[config.mk]
export PLATFORM = sky130hd
export DESIGN_NAME = neighbor_link_pipelined_flat
export DESIGN_NICKNAME = d
export VERILOG_FILES = /design/src/rtl/neighbor_link_pipelined_if.sv /design/src/rtl/neighbor_link_pipelined.sv /design/src/flat_wrapper.sv
export SDC_FILE = /design/constraint.sdc
export NUM_CORES = 1
export LEC_CHECK = 0
export BUFFER_PORTS_ARGS = -buffer_cell sky130_fd_sc_hd__buf_2
export CAP_MARGIN = 20
export CORE_ASPECT_RATIO = 1.4
export CORE_MARGIN = 2
export CORE_UTILIZATION = 49
export CTS_CLUSTER_DIAMETER = 80
export CTS_CLUSTER_SIZE = 14
export DETAILED_ROUTE_END_ITERATION = 12
export PLACE_DENSITY = 0.81
export SYNTH_ARGS = -nofsm -noshare
export SYNTH_HDL_FRONTEND = slang
export SYNTH_SLANG_ARGS = --single-unit
[constraint.sdc]
create_clock -name clk -period 3.65 [get_ports clk]
set_input_delay 0.365 -clock clk [delete_from_list [all_inputs] [get_ports clk]]
set_output_delay 0.365 -clock clk [all_outputs]
set_load 0.005 [all_outputs]
[src/rtl/neighbor_link_pipelined_if.sv]
// neighbor_link_pipelined_if: signal bundle between a grid link and its two neighbouring units
// Ports (slave = link side):
//   in : global_stage, weight_in, erase_in, a/b_increase, a/b_msg_in, a/b_parent_in, a/b_is_error_in
//   out: a/b_msg_out, a/b_parent_out, fully_grown, is_boundary, is_error, busy
interface neighbor_link_pipelined_if #(
    parameter int MSG_WIDTH      = 16,
    parameter int LINK_BIT_WIDTH = 3,
    parameter int STAGE_WIDTH    = 3
);
    logic [STAGE_WIDTH-1:0]    global_stage;
    logic [LINK_BIT_WIDTH-1:0] weight_in;
    logic                      erase_in;
    logic                      a_increase, b_increase;
    logic [MSG_WIDTH-1:0]      a_msg_in, b_msg_in, a_msg_out, b_msg_out;
    logic                      a_parent_in, b_parent_in, a_parent_out, b_parent_out;
    logic                      a_is_error_in, b_is_error_in;
    logic                      fully_grown, is_boundary, is_error, busy;

    modport master (
        output global_stage, weight_in, erase_in, a_increase, b_increase,
               a_msg_in, b_msg_in, a_parent_in, b_parent_in, a_is_error_in, b_is_error_in,
        input  a_msg_out, b_msg_out, a_parent_out, b_parent_out,
               fully_grown, is_boundary, is_error, busy
    );

    modport slave (
        input  global_stage, weight_in, erase_in, a_increase, b_increase,
               a_msg_in, b_msg_in, a_parent_in, b_parent_in, a_is_error_in, b_is_error_in,
        output a_msg_out, b_msg_out, a_parent_out, b_parent_out,
               fully_grown, is_boundary, is_error, busy
    );
endinterface

[src/rtl/neighbor_link_pipelined.sv]
// neighbor_link_pipelined: union-find grid link with weighted growth and a retimed bidirectional message path
// Ports:
//   clk   : clock
//   reset : synchronous, active-high
//   link  : slave side of neighbor_link_pipelined_if (stage/weight/erasure load, growth requests,
//           message + parent bundles in both directions, error marks, fully_grown/is_boundary/is_error/busy)
module neighbor_link_pipelined #(
    parameter int MSG_WIDTH     = 16,
    parameter int PIPE_DEPTH    = 1,
    parameter int MAX_WEIGHT    = 7,
    parameter int BOUNDARY_MODE = 0,
    parameter int STAGE_WIDTH   = 3,
    parameter int STAGE_LOAD    = 1
) (
    input logic                     clk,
    input logic                     reset,
    neighbor_link_pipelined_if.slave link
);
    localparam int LBW = $clog2(MAX_WEIGHT + 1);
    localparam int QW  = $clog2(PIPE_DEPTH + 2);
    localparam int CW  = MSG_WIDTH + 1;
    localparam int SNW = 2 * MSG_WIDTH + 2;
    localparam logic [LBW-1:0] MAXW = LBW'(MAX_WEIGHT);
    // side b exists only for internal edges; side a exists unless the edge is absent
    localparam bit TWO_SIDED = BOUNDARY_MODE == 0 || BOUNDARY_MODE == 3;
    localparam bit A_SIDE    = BOUNDARY_MODE != 2;

    logic           load, fg;
    logic [LBW-1:0] w_clamp, wt_q, wt_d, growth_q, growth_d;
    logic [LBW:0]   sum;
    logic           err_q, err_d;
    logic [CW-1:0]  ab_d, ba_d;
    logic [SNW-1:0] snap_q, snap_d;
    logic [QW-1:0]  quiet_q, quiet_d;

    always_comb begin
        load     = link.global_stage == STAGE_WIDTH'(STAGE_LOAD);
        w_clamp  = link.weight_in > MAXW ? MAXW : link.weight_in;
        // one extra bit so a double increment cannot wrap before saturation
        sum      = {1'b0, growth_q} + (LBW+1)'(link.a_increase & A_SIDE) + (LBW+1)'(link.b_increase & TWO_SIDED);
        growth_d = load ? (link.erase_in ? w_clamp : '0) : !A_SIDE ? '0 : sum > {1'b0, wt_q} ? wt_q : sum[LBW-1:0];
        wt_d     = load ? w_clamp : wt_q;
        err_d    = !load && ((link.a_is_error_in && A_SIDE) || (link.b_is_error_in && TWO_SIDED));
        ab_d     = {link.a_msg_in, link.a_parent_in & TWO_SIDED};
        ba_d     = {link.b_msg_in, link.b_parent_in & TWO_SIDED};
        snap_d   = {link.a_msg_in, link.b_msg_in, link.a_parent_in, link.b_parent_in};
        // any input change restarts the settle window; otherwise count down to zero
        quiet_d  = snap_d != snap_q ? QW'(PIPE_DEPTH + 1) : quiet_q - QW'(quiet_q != '0);
        fg       = BOUNDARY_MODE == 2 ? 1'b0 : BOUNDARY_MODE == 3 ? 1'b1 : growth_q >= wt_q;
    end

    always_ff @(posedge clk) begin
        if (reset) begin
            wt_q     <= MAXW;
            growth_q <= '0;
            err_q    <= 1'b0;
            snap_q   <= '0;
            quiet_q  <= '0;
        end else begin
            wt_q     <= wt_d;
            growth_q <= growth_d;
            err_q    <= err_d;
            snap_q   <= snap_d;
            quiet_q  <= quiet_d;
        end
    end

    assign link.fully_grown = fg;
    assign link.is_boundary = BOUNDARY_MODE == 1 && fg;
    assign link.is_error    = err_q;
    assign link.busy        = quiet_q != '0;

    if (PIPE_DEPTH == 0) begin : g_comb
        assign {link.b_msg_out, link.b_parent_out} = ab_d;
        assign {link.a_msg_out, link.a_parent_out} = ba_d;
    end else begin : g_pipe
        logic [CW-1:0] ab_q [PIPE_DEPTH];
        logic [CW-1:0] ba_q [PIPE_DEPTH];
        always_ff @(posedge clk) begin
            if (reset) begin
                for (int i = 0; i < PIPE_DEPTH; i++) begin
                    ab_q[i] <= '0;
                    ba_q[i] <= '0;
                end
            end else begin
                ab_q[0] <= ab_d;
                ba_q[0] <= ba_d;
                for (int i = 1; i < PIPE_DEPTH; i++) begin
                    ab_q[i] <= ab_q[i-1];
                    ba_q[i] <= ba_q[i-1];
                end
            end
        end
        assign {link.b_msg_out, link.b_parent_out} = ab_q[PIPE_DEPTH-1];
        assign {link.a_msg_out, link.a_parent_out} = ba_q[PIPE_DEPTH-1];
    end
endmodule

[src/flat_wrapper.sv]
// flat-port wrapper written by rule: the top's interface ports become plain ports
module neighbor_link_pipelined_flat 
#(
    parameter int MSG_WIDTH     = 16,
    parameter int PIPE_DEPTH    = 1,
    parameter int MAX_WEIGHT    = 7,
    parameter int BOUNDARY_MODE = 0,
    parameter int STAGE_WIDTH   = 3,
    parameter int STAGE_LOAD    = 1
)
  (clk, reset, link_global_stage, link_weight_in, link_erase_in, link_a_increase, link_b_increase, link_a_msg_in, link_b_msg_in, link_a_parent_in, link_b_parent_in, link_a_is_error_in, link_b_is_error_in, link_a_msg_out, link_b_msg_out, link_a_parent_out, link_b_parent_out, link_fully_grown, link_is_boundary, link_is_error, link_busy);
  neighbor_link_pipelined_if #(.MSG_WIDTH(MSG_WIDTH), .LINK_BIT_WIDTH((3)), .STAGE_WIDTH(STAGE_WIDTH)) link_i ();
  input logic clk;
  input logic reset;
  input wire logic [$bits(link_i.global_stage)-1:0] link_global_stage;
  input wire logic [$bits(link_i.weight_in)-1:0] link_weight_in;
  input wire logic [$bits(link_i.erase_in)-1:0] link_erase_in;
  input wire logic [$bits(link_i.a_increase)-1:0] link_a_increase;
  input wire logic [$bits(link_i.b_increase)-1:0] link_b_increase;
  input wire logic [$bits(link_i.a_msg_in)-1:0] link_a_msg_in;
  input wire logic [$bits(link_i.b_msg_in)-1:0] link_b_msg_in;
  input wire logic [$bits(link_i.a_parent_in)-1:0] link_a_parent_in;
  input wire logic [$bits(link_i.b_parent_in)-1:0] link_b_parent_in;
  input wire logic [$bits(link_i.a_is_error_in)-1:0] link_a_is_error_in;
  input wire logic [$bits(link_i.b_is_error_in)-1:0] link_b_is_error_in;
  output wire logic [$bits(link_i.a_msg_out)-1:0] link_a_msg_out;
  output wire logic [$bits(link_i.b_msg_out)-1:0] link_b_msg_out;
  output wire logic [$bits(link_i.a_parent_out)-1:0] link_a_parent_out;
  output wire logic [$bits(link_i.b_parent_out)-1:0] link_b_parent_out;
  output wire logic [$bits(link_i.fully_grown)-1:0] link_fully_grown;
  output wire logic [$bits(link_i.is_boundary)-1:0] link_is_boundary;
  output wire logic [$bits(link_i.is_error)-1:0] link_is_error;
  output wire logic [$bits(link_i.busy)-1:0] link_busy;
  assign link_i.global_stage = link_global_stage;
  assign link_i.weight_in = link_weight_in;
  assign link_i.erase_in = link_erase_in;
  assign link_i.a_increase = link_a_increase;
  assign link_i.b_increase = link_b_increase;
  assign link_i.a_msg_in = link_a_msg_in;
  assign link_i.b_msg_in = link_b_msg_in;
  assign link_i.a_parent_in = link_a_parent_in;
  assign link_i.b_parent_in = link_b_parent_in;
  assign link_i.a_is_error_in = link_a_is_error_in;
  assign link_i.b_is_error_in = link_b_is_error_in;
  assign link_a_msg_out = link_i.a_msg_out;
  assign link_b_msg_out = link_i.b_msg_out;
  assign link_a_parent_out = link_i.a_parent_out;
  assign link_b_parent_out = link_i.b_parent_out;
  assign link_fully_grown = link_i.fully_grown;
  assign link_is_boundary = link_i.is_boundary;
  assign link_is_error = link_i.is_error;
  assign link_busy = link_i.busy;
  neighbor_link_pipelined #(.MSG_WIDTH(MSG_WIDTH), .PIPE_DEPTH(PIPE_DEPTH), .MAX_WEIGHT(MAX_WEIGHT), .BOUNDARY_MODE(BOUNDARY_MODE), .STAGE_WIDTH(STAGE_WIDTH), .STAGE_LOAD(STAGE_LOAD)) u_core (.clk(clk), .reset(reset), .link(link_i));
endmodule
* Word-level counts from Yosys, hierarchy flattened
Memories as Yosys holds them, arrays and structs flattened.
Index checks and enable logic that the tools add are counted.
** Word-level totals
- Flip-flop bits (word level) :: 43
- Latch bits :: 0
- Bits in writable memories :: 34
- Bits in read-only memories :: 0
- Input port bits :: 47
- Memories kept :: 2
** Memories
- u_core.g_pipe.ab_q :: words 1, width 17, rd ports 1, clocked after memory_dff 0, wr ports 1, RTL line neighbor_link_pipelined.sv:77 : logic [CW-1:0] ab_q [PIPE_DEPTH];
- u_core.g_pipe.ba_q :: words 1, width 17, rd ports 1, clocked after memory_dff 0, wr ports 1, RTL line neighbor_link_pipelined.sv:78 : logic [CW-1:0] ba_q [PIPE_DEPTH];
** Cells by class
- $add $sub $neg :: 3
- $mul :: 0
- Divide/modulo/power cells :: 0
- Order comparisons :: 3
- Equal/unequal tests :: 2
- Shifts and indexed selects :: 0
- Mux-type cells :: 12
- Bitwise operators :: 0
- Reduce and logical (&&, ||, !) cells :: 7
** Operators with widths (count)
- two-way mux 17 bit :: 2
- != test 34 bit :: 1
- OR reduction 17 bit :: 2
- two-way mux 3 bit :: 4
- two-way mux 1 bit :: 5
- adder 3 x 1 -> 4 bit :: 1
- adder 4 x 1 -> 4 bit :: 1
- greater-than comparator 4 x 3 -> 1 bit :: 1
- == test 3 x 1 -> 1 bit (second input constant) :: 1
- greater-or-equal comparator 3 bit :: 1
- greater-than comparator 3 bit (second input constant) :: 1
- two-way mux 2 bit :: 1
- nonzero test 2 bit :: 1
- OR reduction 2 bit :: 1
- subtractor 2 x 1 -> 2 bit :: 1
- logical AND 1 bit :: 1
- logical NOT 1 bit :: 1
- logical OR 1 bit :: 1

* Depth between registers and ports, before layout
- Depth in word-level cells :: 5
- Depth in mapped cells :: 11
- Mapped depth without buffers :: 11

* Worst setup path before layout
Ideal clock, no wire load.
- Kind :: input to register
- Start point :: input port link_b_increase
- End point :: register u_core.growth_q[2]
- Arrival time :: 2.388 ns
- Data required time :: 3.533 ns
- Path slack :: 1.145 ns
- Stages :: 11
- Buffers on the path :: 0
- Path through :: inv_1 -> fa_1 -> inv_1 -> ha_1 -> xor2_1 -> ha_1 -> nand3_1 -> o21ai_1 -> o22ai_1 -> mux2_1 -> a22o_1
** Between the ends
- Word-level cells in the longest chain between the ends :: 4
** RTL lines
- start: declaration :: RTL line flat_wrapper.sv:19 : input wire logic [$bits(link_i.b_increase)-1:0] link_b_increase;
- adder 4 x 1 -> 4 bit * :: RTL line neighbor_link_pipelined.sv:40 : sum = {1'b0, growth_q} + (LBW+1)'(link.a_increase & A_SIDE) + (LBW+1)'(link.b_increase & TWO_SIDED);
- greater-than comparator 4 x 3 -> 1 bit :: RTL line neighbor_link_pipelined.sv:41 : growth_d = load ? (link.erase_in ? w_clamp : '0) : !A_SIDE ? '0 : sum > {1'b0, wt_q} ? wt_q : sum[LBW-1:0];
- two-way mux 3 bit * (2 in series) :: RTL line neighbor_link_pipelined.sv:41
- end signal: assignment :: RTL line neighbor_link_pipelined.sv:61 : growth_q <= growth_d;
- end: declaration :: RTL line neighbor_link_pipelined.sv:29 : logic [LBW-1:0] w_clamp, wt_q, wt_d, growth_q, growth_d;
Every way passes the cells marked *; elsewhere a longest branch is shown, timed or not.
A chain may end at the register's enable or synchronous reset.

* Final worst setup path
- Start point :: register u_core.growth_q[0]
- End point :: register u_core.growth_q[2]
** Between the ends
- Word-level cells in the longest chain between the ends :: 5
** RTL lines (RTL line)
- adder 3 x 1 -> 4 bit * :: neighbor_link_pipelined.sv:40
- adder 4 x 1 -> 4 bit * :: neighbor_link_pipelined.sv:40
- greater-than comparator 4 x 3 -> 1 bit :: neighbor_link_pipelined.sv:41
- two-way mux 3 bit * (2 in series) :: neighbor_link_pipelined.sv:41
Marks and branches as above.

==> impl_metrics.xml <==
<?xml version="1.0" encoding="UTF-8"?>
<metrics>
  <group name="routing">
    <metric name="vias" unit="">1465</metric>
    <metric name="final_antenna_net_count" unit="">0</metric>
    <metric name="wl_per_cell" unit="um">12.1</metric>
    <metric name="drt-total-wl" unit="mm">3.66</metric>
    <metric name="drt_pass1_iterations" unit="">4</metric>
    <metric name="detail_route.vias_per_cell" unit="">4.83</metric>
    <metric name="dr.first_iter.drc_count" unit="">9</metric>
    <metric name="drcViolationCount" unit="">0</metric>
  </group>
  <group name="cells_and_area">
    <metric name="fill_cells" unit="">320</metric>
    <metric name="layout.nets" unit="">316</metric>
    <metric name="area_delta_synth_final" unit="%">29.8</metric>
    <metric name="final_area" unit="um2">2370</metric>
    <metric name="drive_above_1_share" unit="">0.352</metric>
    <metric name="seqCellArea" unit="um2">861</metric>
    <metric name="n_antenna_cell" unit="">0</metric>
    <metric name="multi_input_area" unit="um2">911</metric>
  </group>
  <group name="placed_design">
    <metric name="place_congestion" unit="">0.845</metric>
    <metric name="dp_hpwl" unit="mm">2.92</metric>
    <metric name="placedInstanceArea" unit="um2">2270</metric>
    <metric name="io_buffer_count" unit="">83</metric>
  </group>
  <group name="global_routing">
    <metric name="grt_use_met3" unit="">0.0730</metric>
    <metric name="grt_use_total" unit="">0.176</metric>
    <metric name="via_count_of_the_first_global_routing_pass" unit="">1496</metric>
    <metric name="antenna_violations_before_repair" unit="">0</metric>
    <metric name="grt_overflow" unit="">0</metric>
    <metric name="largest_net_degree_at_the_start_of_global_routing" unit="">42</metric>
    <metric name="grtUsageMet1" unit="">0.165</metric>
    <metric name="grt_pass1_wl" unit="mm">5.90</metric>
    <metric name="globalRouteMet2Util" unit="">0.321</metric>
    <metric name="grt_most_used_layer" unit="">met2</metric>
  </group>
  <group name="sta">
    <metric name="final-hold-violation-count" unit="">0</metric>
    <metric name="worst_slew_pin_slew" unit="ns">0.699</metric>
    <metric name="timing.setup.tns" unit="ns">0</metric>
    <metric name="max_clock_freq" unit="GHz">0.381</metric>
    <metric name="slew_headroom" unit="">0.534</metric>
    <metric name="rsz_0062_raised_after_global_routing" unit="">false</metric>
    <metric name="period_minus_slack" unit="ns">2.62</metric>
    <metric name="hold_slack" unit="ns">0.277</metric>
    <metric name="finalMaxSlewViolations" unit="">0</metric>
    <metric name="timing.final.setup_violations" unit="">0</metric>
    <metric name="post-route-period-util" unit="">0.719</metric>
    <metric name="finClkSkew" unit="ns">0.00341</metric>
  </group>
  <group name="worst_setup_path">
    <metric name="worstPathArrival" unit="ns">2.80</metric>
    <metric name="critPathRequiredTime" unit="ns">3.83</metric>
    <metric name="rr_startpoint" unit="">u_core.growth_q[0]$_SDFF_PP0_</metric>
    <metric name="worst-path-max-fanout" unit="">4</metric>
    <metric name="critPathLaunchType" unit="">flop</metric>
    <metric name="r2r.worst_path.cells" unit="">11</metric>
    <metric name="timing_worst_setup_path_type" unit="">reg2reg</metric>
    <metric name="worstSetupEndpointType" unit="">flop</metric>
    <metric name="crit_start" unit="">u_core.growth_q[0]$_SDFF_PP0_</metric>
  </group>
  <group name="yosys">
    <metric name="synthCells" unit="">176</metric>
    <metric name="synth_seq_cells" unit="">43</metric>
    <metric name="synthesized_area_divided_by_synthesized_cell_count" unit="um2">10.4</metric>
    <metric name="post_synth_instance_area" unit="um2">1830</metric>
    <metric name="synth.distinct_cells" unit="">33</metric>
    <metric name="postSynthNetCount" unit="">231</metric>
    <metric name="synth.yosys.warnings" unit="">0</metric>
    <metric name="synth_sequential_area_ratio" unit="">0.471</metric>
  </group>
  <group name="floorplan">
    <metric name="floorplan.core_area" unit="um2">3610</metric>
    <metric name="dieWidth" unit="um">55.6</metric>
    <metric name="io_pins" unit="">85</metric>
    <metric name="initial_utilization" unit="">0.506</metric>
    <metric name="fp.dieArea" unit="um2">4240</metric>
    <metric name="row_count" unit="">26</metric>
    <metric name="floorplan_die_height" unit="um">76.3</metric>
  </group>
  <group name="cts">
    <metric name="clk_path_buf_depth" unit="">2</metric>
    <metric name="tritoncts.num_buffers" unit="">5</metric>
    <metric name="total_number_of_clock_tree_sinks" unit="">43</metric>
    <metric name="post-cts-setup-buffers" unit="">0</metric>
    <metric name="worstSkewPairLatency" unit="ns">0.29</metric>
    <metric name="tritoncts" unit="">done</metric>
    <metric name="clock_slew_at_reported_path_ffs" unit="ns">0.07</metric>
    <metric name="max_h_tree_level" unit="">2</metric>
    <metric name="post_cts_resize_count" unit="">0</metric>
    <metric name="post_cts_hold_buffer_count" unit="">0</metric>
    <metric name="clk_root_buffer_cell" unit="">sky130_fd_sc_hd__clkbuf_8</metric>
  </group>
  <group name="hold_path">
    <metric name="worstHoldPathCells" unit="">2</metric>
    <metric name="worstHoldPathType" unit="">in2reg</metric>
    <metric name="timing.hold.worst.start" unit="">link_a_is_error_in</metric>
  </group>
  <group name="flow_run">
    <metric name="drv_cap" unit="">0</metric>
  </group>
  <group name="power_and_ir_drop">
    <metric name="power-per-cell-area" unit="nW/um2">468</metric>
    <metric name="finalPower" unit="mW">1.11</metric>
    <metric name="ir_drop" unit="mV">0.351</metric>
    <metric name="total_leakage_power" unit="nW">1.19</metric>
  </group>
  <group name="run_status">
    <metric name="status" unit="">complete, no violations</metric>
  </group>
</metrics>
## report_power, final
group | internal [mW] | switching, mW | leakage [nW]
Combinational | 0.124 | 0.107 | 0.779
Clock | 0.201 | 0.150 | 0.0513
Sequential | 0.505 | 0.0236 | 0.358
Total | 0.830 | 0.280 | 1.19
## cell usage in the layout, fill, tap and decap left out, types with 2 or more instances in the layout
| cell | count |
|---|---|
| sky130_fd_sc_hd__clkbuf_8 | 5 |
| sky130_fd_sc_hd__a211o_1 | 3 |
| sky130_fd_sc_hd__a21o_1 | 2 |
| sky130_fd_sc_hd__buf_2 | 83 |
| sky130_fd_sc_hd__inv_1 | 8 |
| sky130_fd_sc_hd__nor4_1 | 4 |
| sky130_fd_sc_hd__a22o_1 | 2 |
| sky130_fd_sc_hd__dfxtp_1 | 43 |
| sky130_fd_sc_hd__nand4_1 | 5 |
| sky130_fd_sc_hd__nor2_1 | 5 |
| sky130_fd_sc_hd__xnor2_1 | 16 |
| sky130_fd_sc_hd__xor2_1 | 19 |
| sky130_fd_sc_hd__nand3_1 | 2 |
| sky130_fd_sc_hd__ha_1 | 7 |
| sky130_fd_sc_hd__nor2b_1 | 34 |
| sky130_fd_sc_hd__nand2_1 | 4 |
## registers in the layout, indices dropped and copies added (netlist names)
| register | flops |
|---|---|
| u_core.snap_q | 34 |
| u_core.growth_q | 3 |
| u_core.wt_q | 3 |
| u_core.quiet_q | 2 |
| u_core.link.is_error | 1 |
## stage by stage
stage | util | setup slack (ns) | std cells
6_report | 0.657 | 1.03 | 303
5_1_grt | 0.657 | 0.811 | 303
4_1_cts | 0.657 | 1.03 | 303
3_5_place_dp | 0.629 | 0.851 | 296
3_3_place_gp | 0.629 | 0.932 | 296
2_1_floorplan | - | 1.14 | 176
## logic make-up (layout without fill, tap and decap cells)
logic type	after synthesis	in the layout	synth area share
XOR/XNOR	35	35	0.168
buffers and inverters	13	98	0.0308
AO/OA/AOI/OAI	13	13	0.0541
AND/OR/NAND/NOR	61	61	0.204
multiplexers	2	2	0.0116
adder cells (fa/ha/maj)	8	8	0.0589
flip-flops	43	43	0.471
other	1	1	0.00205
## routing by layer
| layer | vias to the layer above | wire length [um] |
|---|---|---|
| met2 | 51 | 1920 |
| met3 | 8 | 305 |
| met5 | - | 0 |
| li1 | 742 | - |
| met4 | 0 | 65 |
| met1 | 664 | 1360 |
## critical path: stages (launching register included)
cell and delay (ns):
sky130_fd_sc_hd__dfxtp_1 0.32, sky130_fd_sc_hd__inv_1 0.06, sky130_fd_sc_hd__fa_1 0.38, sky130_fd_sc_hd__inv_1 0.07
sky130_fd_sc_hd__ha_1 0.15, sky130_fd_sc_hd__xor2_1 0.21, sky130_fd_sc_hd__ha_1 0.28, sky130_fd_sc_hd__nand3_1 0.09
sky130_fd_sc_hd__o21ai_1 0.06, sky130_fd_sc_hd__o22ai_1 0.36, sky130_fd_sc_hd__mux2_1 0.36, sky130_fd_sc_hd__a22o_1 0.19
## Yosys cell counts, drive strengths merged
cell type  count  area [um2]
o21ai          1        5.00
nand2b         1        6.26
a211o          3        26.3
nor2b         34         213
fa             1        20.0
mux2i          1        10.0
a22o           2        17.5
a31oi          1        6.26
conb           1        3.75
nor3b          1        12.5
nor4           5        37.5
nand3          2        10.0
a21o           2        15.0
or2            1        6.26
buf            2        15.0
a211oi         1        7.51
nor2           5        18.8
ha             7        87.6
o22ai          1        6.26
o211ai         1        7.51
dfxtp         43         861
xnor2         16         140
mux2           1        11.3
and3b          1        8.76
clkbuf         3        11.3
o21a           1        7.51
xor2          19         166
nand2          4        15.0
inv            8        30.0
nor3           1        5.00
and4           1        8.76
nand4          5        31.3
## worst paths after layout
check	endpoint	slack [ns]
setup / recovery	u_core.growth_q[2]$_SDFF_PP0_	1.03
setup reg to reg	u_core.growth_q[2]$_SDFF_PP0_	1.03
hold reg to reg	u_core.quiet_q[1]$_SDFF_PP0_	0.49
hold / removal	u_core.link.is_error$_SDFF_PP0_	0.28
## layout make-up
type,count,share of cell area
tap,42,0.0222
clock inverter,1,0.0127
inverter,8,0.0127
multi-input combinational,120,0.384
timing repair buffer,83,0.175
clock buffer,6,0.0306
sequential,43,0.363
No activity file was read; power rests on OpenSTA's default activity.
